`config.mk`:
```
export PLATFORM = sky130hd
export DESIGN_NAME = mod_hex_snapshot_ctrl_flat
export DESIGN_NICKNAME = d
export VERILOG_FILES = /design/src/rtl/mod_hex_snapshot_ctrl_if.sv /design/src/rtl/mod_hex_snapshot_ctrl.sv /design/src/flat_wrapper.sv
export SDC_FILE = /design/constraint.sdc
export NUM_CORES = 1
export LEC_CHECK = 0
export ABC_CLOCK_PERIOD_IN_PS = 6900
export CORE_UTILIZATION = 43
export CTS_CLUSTER_SIZE = 25
export DETAILED_ROUTE_END_ITERATION = 7
export PLACE_DENSITY = 0.92
export SLEW_MARGIN = 10
export SYNTH_ARGS = -nofsm -noshare
export SYNTH_HDL_FRONTEND = slang
export SYNTH_SLANG_ARGS = --single-unit
```
`constraint.sdc`:
```
create_clock -name clk -period 6.9 [get_ports clk]
set_input_delay 1.035 -clock clk [delete_from_list [all_inputs] [get_ports clk]]
set_output_delay 1.035 -clock clk [all_outputs]
set_load 0.005 [all_outputs]
```
`src/rtl/mod_hex_snapshot_ctrl_if.sv`:
```
// Signal bundle between the video/debug side and the hex snapshot controller.
// The master drives pixel position, sources and controls; the slave returns the display bytes and status.
interface mod_hex_snapshot_ctrl_if #(
  parameter int N_SRC = 4
);
  localparam int PAGE_W = (N_SRC > 1) ? $clog2(N_SRC) : 1;

  logic [9:0]         pix_x;
  logic [9:0]         pix_y;
  logic [64*N_SRC-1:0] src_data;
  logic [N_SRC-1:0]   src_valid;
  logic               page_next;
  logic               auto_cycle;
  logic               freeze;
  logic [7:0]         data0;
  logic [7:0]         data1;
  logic [7:0]         data2;
  logic [7:0]         data3;
  logic [7:0]         data4;
  logic [7:0]         data5;
  logic [7:0]         data6;
  logic [7:0]         data7;
  logic [PAGE_W-1:0]  page;
  logic               snap_done;
  logic [7:0]         miss_cnt;

  modport master (
    output pix_x, pix_y, src_data, src_valid, page_next, auto_cycle, freeze,
    input  data0, data1, data2, data3, data4, data5, data6, data7,
    input  page, snap_done, miss_cnt
  );

  modport slave (
    input  pix_x, pix_y, src_data, src_valid, page_next, auto_cycle, freeze,
    output data0, data1, data2, data3, data4, data5, data6, data7,
    output page, snap_done, miss_cnt
  );
endinterface

```
`src/rtl/mod_hex_snapshot_ctrl.sv`:
```
// Frame-synchronous snapshot controller for the hex debug overlay: captures one 64-bit
// source byte-serially into a shadow buffer once per frame and commits all 8 bytes at once.
module mod_hex_snapshot_ctrl #(
  parameter int         N_SRC       = 4,
  parameter logic [9:0] FRAME_LINE  = 10'd480,
  parameter int         AUTO_FRAMES = 60
) (
  input  logic                  clk,
  input  logic                  reset,
  mod_hex_snapshot_ctrl_if.slave bus
);
  localparam int PAGE_W = (N_SRC > 1) ? $clog2(N_SRC) : 1;

  typedef enum logic [1:0] {
    IDLE,
    CAPTURE,
    COMMIT
  } state_t;

  state_t            state_q, state_d;
  logic              match, match_q, trig;
  logic [7:0]        frame_q;
  logic              frame_wrap, auto_adv, advance;
  logic [PAGE_W-1:0] page_q, cap_src;
  logic [2:0]        idx_q;
  logic [63:0]       shadow_q, data_q;
  logic              snap_q;
  logic [7:0]        miss_q;
  logic              start, shift, commit, miss;
  logic [63:0]       src_words [N_SRC];
  logic [63:0]       cap_word;

  // A trigger is the first edge of the capture-line condition, however long it is held.
  assign match      = (bus.pix_x == 10'd0) && (bus.pix_y == FRAME_LINE);
  assign trig       = match && !match_q;
  assign frame_wrap = (frame_q == 8'(AUTO_FRAMES - 1));
  assign auto_adv   = trig && frame_wrap && bus.auto_cycle && !bus.freeze;
  assign advance    = bus.page_next || auto_adv;

  always_comb begin
    for (int i = 0; i < N_SRC; i++) begin
      src_words[i] = bus.src_data[64*i +: 64];
    end
  end

  assign cap_word = src_words[cap_src];

  always_ff @(posedge clk or posedge reset) begin
    if (reset) begin
      state_q <= IDLE;
    end else begin
      state_q <= state_d;
    end
  end

  // NOTE: every signal driven here gets a default first, so no path can infer a latch.
  always_comb begin
    state_d = state_q;
    start   = 1'b0;
    shift   = 1'b0;
    commit  = 1'b0;
    miss    = 1'b0;
    unique case (state_q)
      IDLE: begin
        if (trig && !bus.freeze) begin
          if (bus.src_valid[page_q]) begin
            start   = 1'b1;
            state_d = CAPTURE;
          end else begin
            miss = 1'b1;
          end
        end
      end
      CAPTURE: begin
        shift = 1'b1;
        if (idx_q == 3'd7) state_d = COMMIT;
      end
      COMMIT: begin
        commit  = 1'b1;
        state_d = IDLE;
      end
      default: state_d = IDLE;
    endcase
  end

  // NOTE: non-blocking assignments make every register sample pre-edge values, which is
  // exactly why cap_src takes the old page when an advance lands on the trigger edge.
  // NOTE: the shadow buffer is reset with everything else so a reset leaves no stale bytes behind.
  always_ff @(posedge clk or posedge reset) begin
    if (reset) begin
      match_q  <= 1'b0;
      frame_q  <= 8'd0;
      page_q   <= '0;
      cap_src  <= '0;
      idx_q    <= 3'd0;
      shadow_q <= 64'd0;
      data_q   <= 64'd0;
      snap_q   <= 1'b0;
      miss_q   <= 8'd0;
    end else begin
      match_q <= match;
      snap_q  <= commit;

      if (trig) frame_q <= frame_wrap ? 8'd0 : frame_q + 8'd1;

      // Concurrent manual and timed requests collapse into a single step.
      if (advance) page_q <= (page_q == PAGE_W'(N_SRC - 1)) ? '0 : page_q + 1'b1;

      if (start) begin
        cap_src <= page_q;
        idx_q   <= 3'd0;
      end

      // Byte idx sits at the idx-th byte from the top of the 64-bit word.
      if (shift) begin
        shadow_q[{~idx_q, 3'b000} +: 8] <= cap_word[{~idx_q, 3'b000} +: 8];
        idx_q                           <= idx_q + 3'd1;
      end

      if (commit) data_q <= shadow_q;

      if (miss && (miss_q != 8'hFF)) miss_q <= miss_q + 8'd1;
    end
  end

  assign bus.data0     = data_q[63:56];
  assign bus.data1     = data_q[55:48];
  assign bus.data2     = data_q[47:40];
  assign bus.data3     = data_q[39:32];
  assign bus.data4     = data_q[31:24];
  assign bus.data5     = data_q[23:16];
  assign bus.data6     = data_q[15:8];
  assign bus.data7     = data_q[7:0];
  assign bus.page      = page_q;
  assign bus.snap_done = snap_q;
  assign bus.miss_cnt  = miss_q;
endmodule

```
`src/flat_wrapper.sv`:
```
// flat-port wrapper written by rule: the top's interface ports become plain ports
module mod_hex_snapshot_ctrl_flat 
#(
  parameter int         N_SRC       = 4,
  parameter logic [9:0] FRAME_LINE  = 10'd480,
  parameter int         AUTO_FRAMES = 60
)
  (clk, reset, bus_pix_x, bus_pix_y, bus_src_data, bus_src_valid, bus_page_next, bus_auto_cycle, bus_freeze, bus_data0, bus_data1, bus_data2, bus_data3, bus_data4, bus_data5, bus_data6, bus_data7, bus_page, bus_snap_done, bus_miss_cnt);
  mod_hex_snapshot_ctrl_if #(.N_SRC(N_SRC)) bus_i ();
  input  logic clk;
  input  logic reset;
  input wire logic [$bits(bus_i.pix_x)-1:0] bus_pix_x;
  input wire logic [$bits(bus_i.pix_y)-1:0] bus_pix_y;
  input wire logic [$bits(bus_i.src_data)-1:0] bus_src_data;
  input wire logic [$bits(bus_i.src_valid)-1:0] bus_src_valid;
  input wire logic [$bits(bus_i.page_next)-1:0] bus_page_next;
  input wire logic [$bits(bus_i.auto_cycle)-1:0] bus_auto_cycle;
  input wire logic [$bits(bus_i.freeze)-1:0] bus_freeze;
  output wire logic [$bits(bus_i.data0)-1:0] bus_data0;
  output wire logic [$bits(bus_i.data1)-1:0] bus_data1;
  output wire logic [$bits(bus_i.data2)-1:0] bus_data2;
  output wire logic [$bits(bus_i.data3)-1:0] bus_data3;
  output wire logic [$bits(bus_i.data4)-1:0] bus_data4;
  output wire logic [$bits(bus_i.data5)-1:0] bus_data5;
  output wire logic [$bits(bus_i.data6)-1:0] bus_data6;
  output wire logic [$bits(bus_i.data7)-1:0] bus_data7;
  output wire logic [$bits(bus_i.page)-1:0] bus_page;
  output wire logic [$bits(bus_i.snap_done)-1:0] bus_snap_done;
  output wire logic [$bits(bus_i.miss_cnt)-1:0] bus_miss_cnt;
  assign bus_i.pix_x = bus_pix_x;
  assign bus_i.pix_y = bus_pix_y;
  assign bus_i.src_data = bus_src_data;
  assign bus_i.src_valid = bus_src_valid;
  assign bus_i.page_next = bus_page_next;
  assign bus_i.auto_cycle = bus_auto_cycle;
  assign bus_i.freeze = bus_freeze;
  assign bus_data0 = bus_i.data0;
  assign bus_data1 = bus_i.data1;
  assign bus_data2 = bus_i.data2;
  assign bus_data3 = bus_i.data3;
  assign bus_data4 = bus_i.data4;
  assign bus_data5 = bus_i.data5;
  assign bus_data6 = bus_i.data6;
  assign bus_data7 = bus_i.data7;
  assign bus_page = bus_i.page;
  assign bus_snap_done = bus_i.snap_done;
  assign bus_miss_cnt = bus_i.miss_cnt;
  mod_hex_snapshot_ctrl #(.N_SRC(N_SRC), .FRAME_LINE(FRAME_LINE), .AUTO_FRAMES(AUTO_FRAMES)) u_core (.clk(clk), .reset(reset), .bus(bus_i));
endmodule
```
==> results of run 1 <==
## flip-flops by register name (all words and copies together), names as in the netlist
signal,cells
u_core.data_q,64
u_core.shadow_q,64
u_core.bus.miss_cnt,8
u_core.frame_q,8
u_core.idx_q,3
u_core.bus.page,2
u_core.cap_src,2
u_core.state_q,2
u_core.bus.snap_done,1
u_core.match_q,1
## power by group through the flow
stage | logic (W) | clock network, W | registers (W)
after floorplan | 0.0000806 | 0 | 0.000945
after global placement | 0.000286 | 0 | 0.000956
after detailed placement | 0.000289 | 0 | 0.000957
after CTS | 0.000291 | 0.000920 | 0.000940
after global routing | 0.000312 | 0.000956 | 0.000941
final | 0.000292 | 0.000910 | 0.000942
## kinds of logic after synthesis
family,Yosys count,synth area share
mux,182,0.2844
flops,155,0.4705
compound gates,139,0.1336
simple gates,83,0.05859
buf+inv,46,0.03233
xor+xnor,8,0.008499
fa+ha+maj,8,0.01214
## metrics by stage
step,worst slack (ns),std cells,total power (W),utilization,hold WS [ns]
after global routing,3.307,1218,0.002209,0.6677,0.5126
after detailed placement,3.571,1181,0.001246,0.6362,0.4836
after CTS,3.537,1213,0.002151,0.6670,0.5020
after global placement,3.532,1181,0.001242,0.6362,0.4761
final,3.441,1224,0.002144,0.6685,0.5007
after floorplan,1.687,621,0.001026,-,0.4514
## placed cells by master, fill, tap and decap left out, types with 11 or more instances in the layout
master and instances:
a221oi_1 16, a22o_1 48, clkbuf_16 17, clkdlybuf4s50_1 359, dfrtp_1 153, diode_2 11
mux2_2 84, mux2i_1 64, mux4_2 33, nand2_1 16, nand3_1 11, nor2_1 16
o21ai_0 23
## cell type report
class / count / area (um2) / share of cell area
Sequential cell: 155 / 3884 / 0.3096
Tap cell: 234 / 292.8 / 0.02334
Clock buffer: 18 / 439.2 / 0.03501
Inverter: 9 / 38.79 / 0.003092
Multi-Input combinational cell: 420 / 4101 / 0.3269
Clock inverter: 14 / 138.9 / 0.01107
Timing Repair Buffer: 363 / 3623 / 0.2888
Antenna cell: 11 / 27.53 / 0.002194
## how the worst max path moves through the flow
stage | start | endpoint | slack, ns
floorplan | reset | u_core.bus.miss_cnt[0]$_DFFE_PP0P_ | 1.69
global placement | u_core.idx_q[0]$_DFFE_PP0P_ | u_core.shadow_q[54]$_DFFE_PP0P_ | 3.53
detailed placement | bus_pix_x[2] | u_core.cap_src[1]$_DFFE_PP0P_ | 3.57
CTS | u_core.cap_src[1]$_DFFE_PP0P_ | u_core.shadow_q[2]$_DFFE_PP0P_ | 3.54
global route | u_core.cap_src[1]$_DFFE_PP0P_ | u_core.shadow_q[34]$_DFFE_PP0P_ | 3.31
finish | u_core.cap_src[1]$_DFFE_PP0P_ | u_core.shadow_q[2]$_DFFE_PP0P_ | 3.44
## synth_stat cells, types with 2 or more instances
cell type  instances
buf_2              9
mux2i_1           64
buf_4              6
nand3_1           11
a22oi_2            8
nand2_1           16
a22o_1            48
a211oi_1           7
buf_6              8
mux4_2            33
ha_1               8
nor2b_1            3
and3_1             3
a21oi_1            9
mux2_2            84
nor4_1             3
inv_1              9
nor2_1            16
nor3_1             4
o21ai_0           23
a221oi_1          16
nand4_1            6
dfrtp_1          155
o221ai_1           8
xnor2_1            8
o22ai_1            8
or4b_1             2
a211oi_2           2
nand2b_1           3
or3_1              3
o31ai_1            3
clkbuf_1          13
## per-layer routing
layer	GRT usage	vias up	routed length (um)	part of all wire
met1	0.4276	3562	13060	0.43
li1	-	3146	-	-
met2	0.4613	401	13400	0.44
met4	0.1207	8	924	0.030
met5	0	-	53	0.0017
met3	0.1009	64	3069	0.10
==> results.md, run 1 <==
- Status: finished clean
- Hold Path End: u_core.shadow_q[50]$_DFFE_PP0P_
- Crit end category: register
- I/O pin total: between 300 and 400
- Largest delay share family, worst path: compound AO/OA/AOI/OAI gates
- Hold depth: 1
- Share of the synthesized area in the top cell type: 0.4705
- Mapped cell area: approximately 8000 um2
- Fmax: about 0.29 GHz
- Finish-stage setup viols: 0
- Combinational fraction of design power: 0.136
- Min-Delay Path Class: register to register
- Synth Net Count: 914
- Synth warnings: 0
- Slew Limit Fails: 0
- FFs w/ async S/R, synth: 1.000
- Post-CTS Setup Repair Bufs: 0
- GRT Total Usage: 0.3125
- Die height: 140.5 um
- Register area share after synthesis: 0.4705
- Critical path fanouts, max: between 50 and 60
- DP HPWL: roughly 24 mm
- Routed Antenna Nets: 0
- Capture point of the worst reg-to-reg path: u_core.shadow_q[2]$_DFFE_PP0P_
- Tcrit/Tclk final: 0.5013
- Worst reg2reg setup slack: about 3.4 ns
- Full die area: 19730 um2
- Share of post-route cells with drive strength above 1: 0.1798
- Post-synthesis cell count: ~620
- DR vias: approximately 7000
- Iter 0 DRT Violations: ~510
- Worst path bufs/invs: 1
- Port-buffer cells: 359
- P_leak: about 5.4 nW
- Min cycle time layout: approximately 3.5 ns
- Worst Max-Slew Pin Slew: between 1 and 1.5 ns
- Setup TNS Final: 0 ns
- Arr. time, crit path: roughly 3.8 ns
- Max-slew headroom: 0.1674
- Number of enable flip-flop cells after synthesis: 0
- Critical path's slowest cell: buf_4
- Antenna violations before repair: 15
- Internal: ~0.0016 W
- Largest area contributor in the netlist: dfrtp_1
- Top cells by area, synth: dfrtp_1, mux2_2, mux4_2
- DP Area: between 10000 and 15000 um2
- Dominant synthesized flop cell: dfrtp_1
- DR pass1 iterations: 6
- Switch Pwr: ~0.00054 W
- Worst IR Drop VDD: between 0.0002 and 0.00025 V
- Die X: around 140 um
- Wire per inst: roughly 25 um
- RSZ-0062 raised after global routing: no
- Placer Congestion: a little over 0.9
- Critical-path cell list: buf_4 > nand3_1 > o22ai_1 > a211oi_1 > a22oi_2 > mux2_2
- Levels on crit path: 6
- Switch share: 0.2511
- Clock power frac: 0.424
- Synthesized area per cell: between 10 and 15 um2
- Clock Path Buffers: 2
- Reg2Reg Depth: 6
- Hold-fix buffers, CTS: 0
- Via/cell ratio: approximately 5.9
- Grt ovf: 0
- # rows: 50
- Worst R2R Start: u_core.cap_src[1]$_DFFE_PP0P_
- Vias in the first global route: between 7000 and 8000
- Layout Skew: 0.01159 ns
- Unique cell type count in the Yosys netlist: 54
- Routed WL: just over 30 mm
- First-pass GRT wire length: 44.49 mm
- Cts repair resizes: 0
- PwrDens: ~170 nW/um2
- Req. time, crit path: ~7.3 ns
- Kind of critical path: register to register
- Clock Pin Slew Worst Setup and Hold Paths: approximately 0.070 ns
- Largest net degree at the start of global routing: 114
- CTS buffer count: 17
- CTS H-tree lvls: 4
- Worst-skew pair later-pin latency: 0.43 ns
- CTS Sinks: between 150 and 200
- Sequential power share: 0.439
- Fillers: 1336
- Core Footprint: roughly 19000 um2
- # nets final: 1259
- Critical Path Source Type: register
- Drt drc: 0
- Post-route cell area: 12550 um2
- Hold Startpoint: u_core.shadow_q[50]$_DFFE_PP0P_
- Flops & latches, synth: 155
- Max-cap violations: 0
- CTS root buffer: clkbuf_16
- Syn-to-layout area delta: 52.18%
- CTS tree: built
- Max stage delay on crit path: roughly 0.73 ns
- Hold Violations, Final: 0
- Initial core utilization: 0.4393
(Power assumes the default switching activity.)
==> inputs of run 2 (changes only) <==
--- a/config.mk
+++ b/config.mk
@@ -5,7 +5,7 @@
 export SDC_FILE = /design/constraint.sdc
 export NUM_CORES = 1
 export LEC_CHECK = 0
-export ABC_CLOCK_PERIOD_IN_PS = 6900
+export ABC_CLOCK_PERIOD_IN_PS = 3600
 export CORE_UTILIZATION = 43
 export CTS_CLUSTER_SIZE = 25
 export DETAILED_ROUTE_END_ITERATION = 7
==> constraint.sdc (replaced) <==
create_clock -name clk -period 3.6 [get_ports clk]
set_input_delay 0.54 -clock clk [delete_from_list [all_inputs] [get_ports clk]]
set_output_delay 0.54 -clock clk [all_outputs]
set_load 0.005 [all_outputs]
==> results.md, run 2 (same netlist as run 1, synthesis figures left out) <==
- Fmax: 0.3364 GHz (was 0.2891 GHz)
- Worst Max-Slew Pin Slew: 1.125 ns (was 1.241 ns)
- CTS root buffer: clkbuf_16 (unchanged)
- First-pass GRT wire length: 47.27 mm (was 44.49 mm)
- Clock Path Buffers: 2 (unchanged)
- Iter 0 DRT Violations: 551 (was 505)
- Core Footprint: 18770 um2 (unchanged)
- Layout Skew: 0.008713 ns (was 0.01159 ns)
- Antenna violations before repair: 12 (was 15)
- Max-slew headroom: 0.2434 (was 0.1674)
- Register area: 3884 um2 (unchanged)
- Full die area: 19730 um2 (unchanged)
- Setup TNS Final: 0 ns (unchanged)
- Max-cap violations: 0 (unchanged)
- RSZ-0062 raised after global routing: no (unchanged)
- Worst reg2reg setup slack: 0.63 ns (was 3.44 ns)
- Most frequent cells in the layout: clkdlybuf4s50_1, dfrtp_1, mux2_2 (unchanged)
- Port-buffer cells: 359 (unchanged)
- Largest delay share family, worst path: multiplexers (was compound AO/OA/AOI/OAI gates)
- I/O pin total: 360 (unchanged)
- Min cycle time layout: 2.972 ns (was 3.459 ns)
- DP Area: 12070 um2 (was 11940 um2)
- Cts repair resizes: 0 (unchanged)
- DR vias: 7349 (was 7181)
- Via/cell ratio: 5.955 (was 5.867)
- Req. time, crit path: 3.90 ns (was 7.26 ns)
- Die height: 140.5 um (unchanged)
- Vias in the first global route: 7606 (was 7198)
- Final core utilization: 0.6763 (was 0.6685)
- Grt ovf: 0 (unchanged)
- Hold Violations, Final: 0 (unchanged)
- Worst-skew pair later-pin latency: 0.43 ns (about the same)
- Wire per inst: 26.08 um (was 24.93 um)
- Critical path's slowest cell: dfrtp_4 (was buf_4)
- Non-filler cells, final: 1234 (was 1224)
- Levels on crit path: 5 (was 6)
- Status: finished clean (unchanged)
- Critical path fanouts, max: 28 (was 59)
- Largest registers: u_core.data_q x64, u_core.shadow_q x64 (unchanged)
- Reg2Reg Depth: 5 (was 6)
- Post-CTS Setup Repair Bufs: 0 (unchanged)
- Kind of critical path: register to register (unchanged)
- Placer Congestion: 0.9152 (was 0.9284)
- Die X: 140.5 um (unchanged)
- Capture point of the worst reg-to-reg path: u_core.shadow_q[39]$_DFFE_PP0P_ (was u_core.shadow_q[2]$_DFFE_PP0P_)
- Worst Setup SP: u_core.cap_src[1]$_DFFE_PP0P_ (unchanged)
- Tcrit/Tclk final: 0.8256 (was 0.5013)
- # rows: 50 (unchanged)
- P_leak: 5.470 nW (was 5.397 nW)
- Largest net degree at the start of global routing: 52 (was 114)
- PwrDens: 328.2 nW/um2 (was 170.9 nW/um2)
- CTS buffer count: 17 (unchanged)
- Post-route cell area: 12690 um2 (was 12550 um2)
- Fillers: 1342 (was 1336)
- DP HPWL: 25.58 mm (was 23.81 mm)
- Clock Pin Slew Worst Setup and Hold Paths: 0.07 ns (about the same)
- Syn-to-layout area delta: 53.95% (was 52.18%)
- Crit end category: register (unchanged)
- Min-Delay Path Class: register to register (unchanged)
- CTS H-tree lvls: 4 (unchanged)
- Total power: 0.004166 W (was 0.002144 W)
- Routed Antenna Nets: 0 (unchanged)
- Slew Limit Fails: 0 (unchanged)
- Critical-path cell list: buf_4 > mux4_2 > o21ai_0 > a22oi_2 > mux2_2 (was buf_4 > nand3_1 > o22ai_1 > a211oi_1 > a22oi_2 > mux2_2)
- # nets final: 1270 (was 1259)
- Multi-input gate area: 4101 um2 (unchanged)
- Critical Path Source Type: register (unchanged)
- Worst path bufs/invs: 1 (unchanged)
- CTS Sinks: 155 (unchanged)
- DR pass1 iterations: 5 (was 6)
- Hold-fix buffers, CTS: 0 (unchanged)
- Initial core utilization: 0.4393 (unchanged)
- GRT Total Usage: 0.3339 (was 0.3125)
- Worst R2R Start: u_core.cap_src[1]$_DFFE_PP0P_ (unchanged)
- Placed cell count: 1192 (was 1181)
- Drt drc: 0 (unchanged)
- CTS tree: built (unchanged)
- Commonest non-fill, non-tap cell in the layout: clkdlybuf4s50_1 (unchanged)
- Routed WL: 32.18 mm (was 30.51 mm)
- Finish-stage setup viols: 0 (unchanged)
- Max stage delay on crit path: 0.73 ns (about the same)
- Worst IR Drop VDD: 0.0003456 V (was 0.0002135 V)
- Share of post-route cells with drive strength above 1: 0.1889 (was 0.1798)
- Arr. time, crit path: 3.28 ns (was 3.81 ns)
- CP endpoint: u_core.shadow_q[39]$_DFFE_PP0P_ (was u_core.shadow_q[2]$_DFFE_PP0P_)
run 2: how the worst min path moves through the flow:
stage          slack, ns  depth (start not counted)                             to                      startpoint
6_report            0.49                          1  u_core.frame_q[7]$_DFFE_PP0N_   u_core.frame_q[7]$_DFFE_PP0N_
5_1_grt             0.52                          1   u_core.data_q[7]$_DFFE_PP0P_  u_core.shadow_q[7]$_DFFE_PP0P_
4_1_cts             0.49                          1  u_core.frame_q[7]$_DFFE_PP0N_   u_core.frame_q[7]$_DFFE_PP0N_
3_5_place_dp        0.48                          1  u_core.frame_q[7]$_DFFE_PP0N_   u_core.frame_q[7]$_DFFE_PP0N_
3_3_place_gp        0.47                          1  u_core.frame_q[7]$_DFFE_PP0N_   u_core.frame_q[7]$_DFFE_PP0N_
2_1_floorplan       0.45                          1  u_core.frame_q[7]$_DFFE_PP0N_   u_core.frame_q[7]$_DFFE_PP0N_
run 2: metal layers:
layer  part of all wire  up-vias  track usage
met5             0.0027        -            0
met4              0.032       14       0.1276
met3               0.11       86       0.1323
met2               0.44      477       0.4916
met1               0.41     3600       0.4428
li1                   -     3172            -
run 2: area by class of cell:
class	instances	share of cell area
multi-input cells	420	0.3231
flip-flops and latches	155	0.3060
repair buffers	374	0.2959
clock buffers	20	0.03677
well taps	234	0.02307
clock inverters	12	0.01015
inverters	9	0.002957
diodes	10	0.001972
run 2: power by group:
| part | internal (W) | total, W | switching, W |
|---|---|---|---|
| combinational | 0.000384 | 0.000580 | 0.000196 |
| sequential | 0.00176 | 0.00180 | 0.0000437 |
| clock | 0.00103 | 0.00178 | 0.000754 |
| total | 0.00317 | 0.00417 | 0.000994 |
run 2: through the flow:
| step | hold slack (ns) | setup WS (ns) |
|---|---|---|
| 2_1_floorplan | 0.4514 | 1.101 |
| 3_3_place_gp | 0.4748 | 0.7674 |
| 3_5_place_dp | 0.4835 | 0.6748 |
| 4_1_cts | 0.4926 | 0.7032 |
| 5_1_grt | 0.5211 | 0.6116 |
| 6_report | 0.4909 | 0.6278 |
run 2: worst register-to-register path, cell delays in order (launching register included):
cell,delay (ns)
dfrtp_4,0.73
buf_4,0.47
mux4_2,0.60
o21ai_0,0.39
a22oi_2,0.31
mux2_2,0.36
==> inputs of run 3 (changes only) <==
--- a/config.mk
+++ b/config.mk
@@ -5,11 +5,11 @@
 export SDC_FILE = /design/constraint.sdc
 export NUM_CORES = 1
 export LEC_CHECK = 0
-export ABC_CLOCK_PERIOD_IN_PS = 3600
-export CORE_UTILIZATION = 43
+export ABC_CLOCK_PERIOD_IN_PS = 2700
+export CORE_UTILIZATION = 39
 export CTS_CLUSTER_SIZE = 25
 export DETAILED_ROUTE_END_ITERATION = 7
-export PLACE_DENSITY = 0.92
+export PLACE_DENSITY = 0.88
 export SLEW_MARGIN = 10
 export SYNTH_ARGS = -nofsm -noshare
 export SYNTH_HDL_FRONTEND = slang
==> constraint.sdc (replaced) <==
create_clock -name clk -period 2.7 [get_ports clk]
set_input_delay 0.405 -clock clk [delete_from_list [all_inputs] [get_ports clk]]
set_output_delay 0.405 -clock clk [all_outputs]
set_load 0.005 [all_outputs]
==> results.md, run 3 (same netlist as run 1, synthesis figures left out) <==
- Largest net degree at the start of global routing: 97 (was 52)
- # rows: 52 (was 50)
- Grt ovf: 0 (unchanged)
- Worst IR Drop VDD: 0.0004716 V (was 0.0003456 V)
- Slew Limit Fails: 0 (unchanged)
- Clock Path Buffers: 2 (unchanged)
- CTS tree: built (unchanged)
- CTS buffer count: 17 (unchanged)
- RSZ-0062 raised after global routing: no (unchanged)
- Antenna violations before repair: 4 (was 12)
- Die X: 147.4 um (was 140.5 um)
- Critical path fanouts, max: 36 (was 28)
- Initial core utilization: 0.4023 (was 0.4393)
- Req. time, crit path: 3.01 ns (was 3.90 ns)
- Critical-path cell list: buf_12 > mux4_2 > a211oi_1 > buf_4 > a22oi_2 > mux2_2 (was buf_4 > mux4_2 > o21ai_0 > a22oi_2 > mux2_2)
- Fillers: 1599 (was 1342)
- Most frequent cells in the layout: clkdlybuf4s50_1, dfrtp_1, mux2_2 (unchanged)
- Fmax: 0.3745 GHz (was 0.3364 GHz)
- CTS Sinks: 155 (unchanged)
- Largest delay share family, worst path: multiplexers (unchanged)
- Worst Max-Slew Pin Slew: 1.058 ns (was 1.125 ns)
- Tcrit/Tclk final: 0.9890 (was 0.8256)
- Critical path's slowest cell: a211oi_1 (was dfrtp_4)
- Reg2Reg Depth: 6 (was 5)
- Post-CTS Setup Repair Bufs: 0 (unchanged)
- Register area: 3884 um2 (unchanged)
- Syn-to-layout area delta: 56.52% (was 53.95%)
- Core Footprint: 20490 um2 (was 18770 um2)
- DP HPWL: 25.11 mm (was 25.58 mm)
- Status: finished clean (unchanged)
- Largest registers: u_core.data_q x64, u_core.shadow_q x64 (unchanged)
- I/O pin total: 360 (unchanged)
- Max-cap violations: 0 (unchanged)
- Placer Congestion: 0.9399 (was 0.9152)
- Vias in the first global route: 7426 (was 7606)
- Routed Antenna Nets: 0 (unchanged)
- GRT Total Usage: 0.2953 (was 0.3339)
- Commonest non-fill, non-tap cell in the layout: clkdlybuf4s50_1 (unchanged)
- DR pass1 iterations: 5 (unchanged)
- Die height: 147.4 um (was 140.5 um)
- Levels on crit path: 6 (was 5)
- Routed WL: 31.40 mm (was 32.18 mm)
- Hold Violations, Final: 0 (unchanged)
- Worst reg2reg setup slack: 0.03 ns (was 0.63 ns)
- Worst R2R Start: u_core.cap_src[0]$_DFFE_PP0P_ (was u_core.cap_src[1]$_DFFE_PP0P_)
- Worst-skew pair later-pin latency: 0.42 ns (was 0.43 ns)
- Arr. time, crit path: 2.98 ns (was 3.28 ns)
- Layout Skew: 0.01041 ns (was 0.008713 ns)
- Port-buffer cells: 359 (unchanged)
- CTS H-tree lvls: 4 (unchanged)
- Wire per inst: 24.40 um (was 26.08 um)
- Kind of critical path: register to register (unchanged)
- Setup TNS Final: 0 ns (unchanged)
- Min cycle time layout: 2.670 ns (was 2.972 ns)
- Min-Delay Path Class: input pin to async pin (was register to register)
- Iter 0 DRT Violations: 606 (was 551)
- Finish-stage setup viols: 0 (unchanged)
- Via/cell ratio: 5.631 (was 5.955)
- Critical Path Source Type: register (unchanged)
- # nets final: 1292 (was 1270)
- Crit end category: register (unchanged)
- Total power: 0.005551 W (was 0.004166 W)
- Multi-input gate area: 4104 um2 (was 4101 um2)
- DR vias: 7247 (was 7349)
- Share of post-route cells with drive strength above 1: 0.2065 (was 0.1889)
- P_leak: 5.579 nW (was 5.470 nW)
- PwrDens: 430.2 nW/um2 (was 328.2 nW/um2)
- Clock Pin Slew Worst Setup and Hold Paths: 0.07 ns (about the same)
- Capture point of the worst reg-to-reg path: u_core.shadow_q[37]$_DFFE_PP0P_ (was u_core.shadow_q[39]$_DFFE_PP0P_)
- Full die area: 21720 um2 (was 19730 um2)
- Max stage delay on crit path: 0.56 ns (was 0.73 ns)
- First-pass GRT wire length: 46.56 mm (was 47.27 mm)
- Drt drc: 0 (unchanged)
- Max-slew headroom: 0.2923 (was 0.2434)
- Worst path bufs/invs: 2 (was 1)
- CTS root buffer: clkbuf_16 (unchanged)
## run 3: cell count changes in the layout (fill, tap and decap cells not counted), moves of 2 or more
| cell | change |
|---|---|
| buf_4 | +21 |
| diode_2 | -5 |
| clkbuf_8 | -3 |
| clkinv_2 | +2 |
## run 3: worst reg2reg max path, delay by kind of cell, from the launching register on
kind	cells	cell delay (ns)
buffers and inverters	2	0.48
DFF	1	0.41
AOI/OAI and AO/OA	2	0.75
muxes	2	0.92
## run 3: where the power goes
part / switching (W) / internal, W / leakage, nW
clock network: 0.000987 / 0.00138 / 0.286
registers: 0.0000608 / 0.00235 / 2.07
logic: 0.000261 / 0.000512 / 3.23
total: 0.00131 / 0.00424 / 5.58
## run 3: layout make-up
type                            count  area share
Antenna cell                        5   0.0009697
Clock buffer                       18     0.03326
Clock inverter                     14     0.01280
Inverter                            9    0.002909
Multi-Input combinational cell    420      0.3180
Sequential cell                   155      0.3010
Tap cell                          270     0.02618
Timing Repair Buffer              396      0.3049
## run 3: per-layer routing
metal	track usage	part of all wire	up-vias
met5	0	0.0011	-
met3	0.06883	0.086	27
met4	0.05619	0.0092	4
met2	0.4599	0.46	390
li1	-	-	3208
met1	0.4227	0.44	3618
## run 3: through the flow
stage	cells	setup WS (ns)	hold slack (ns)	utilization	instance area, um2
2_1_floorplan	621	0.3361	0.4514	-	8248
3_3_place_gp	1250	0.04658	0.4730	0.5999	12290
3_5_place_dp	1250	0.02889	0.4850	0.5999	12290
4_1_cts	1282	0.08419	0.2480	0.6289	12890
5_1_grt	1282	0.02969	0.2623	0.6290	12890
6_report	1287	0.02964	0.2536	0.6296	12900
## run 3: worst max-delay path by stage
stage,from,endpoint,slack [ns]
2_1_floorplan,reset,u_core.bus.miss_cnt[0]$_DFFE_PP0P_,0.34
3_3_place_gp,bus_src_data[109],u_core.shadow_q[37]$_DFFE_PP0P_,0.05
3_5_place_dp,bus_src_data[238],u_core.shadow_q[38]$_DFFE_PP0P_,0.03
4_1_cts,u_core.cap_src[0]$_DFFE_PP0P_,u_core.shadow_q[38]$_DFFE_PP0P_,0.08
5_1_grt,u_core.cap_src[0]$_DFFE_PP0P_,u_core.shadow_q[38]$_DFFE_PP0P_,0.03
6_report,u_core.cap_src[0]$_DFFE_PP0P_,u_core.shadow_q[37]$_DFFE_PP0P_,0.03
## run 3: timing repair
item / 4_1_cts / 5_1_grt
endpoints found under the setup margin: 0 / 2
hold buffers: 0 / 0
gates resized for setup: 0 / 1
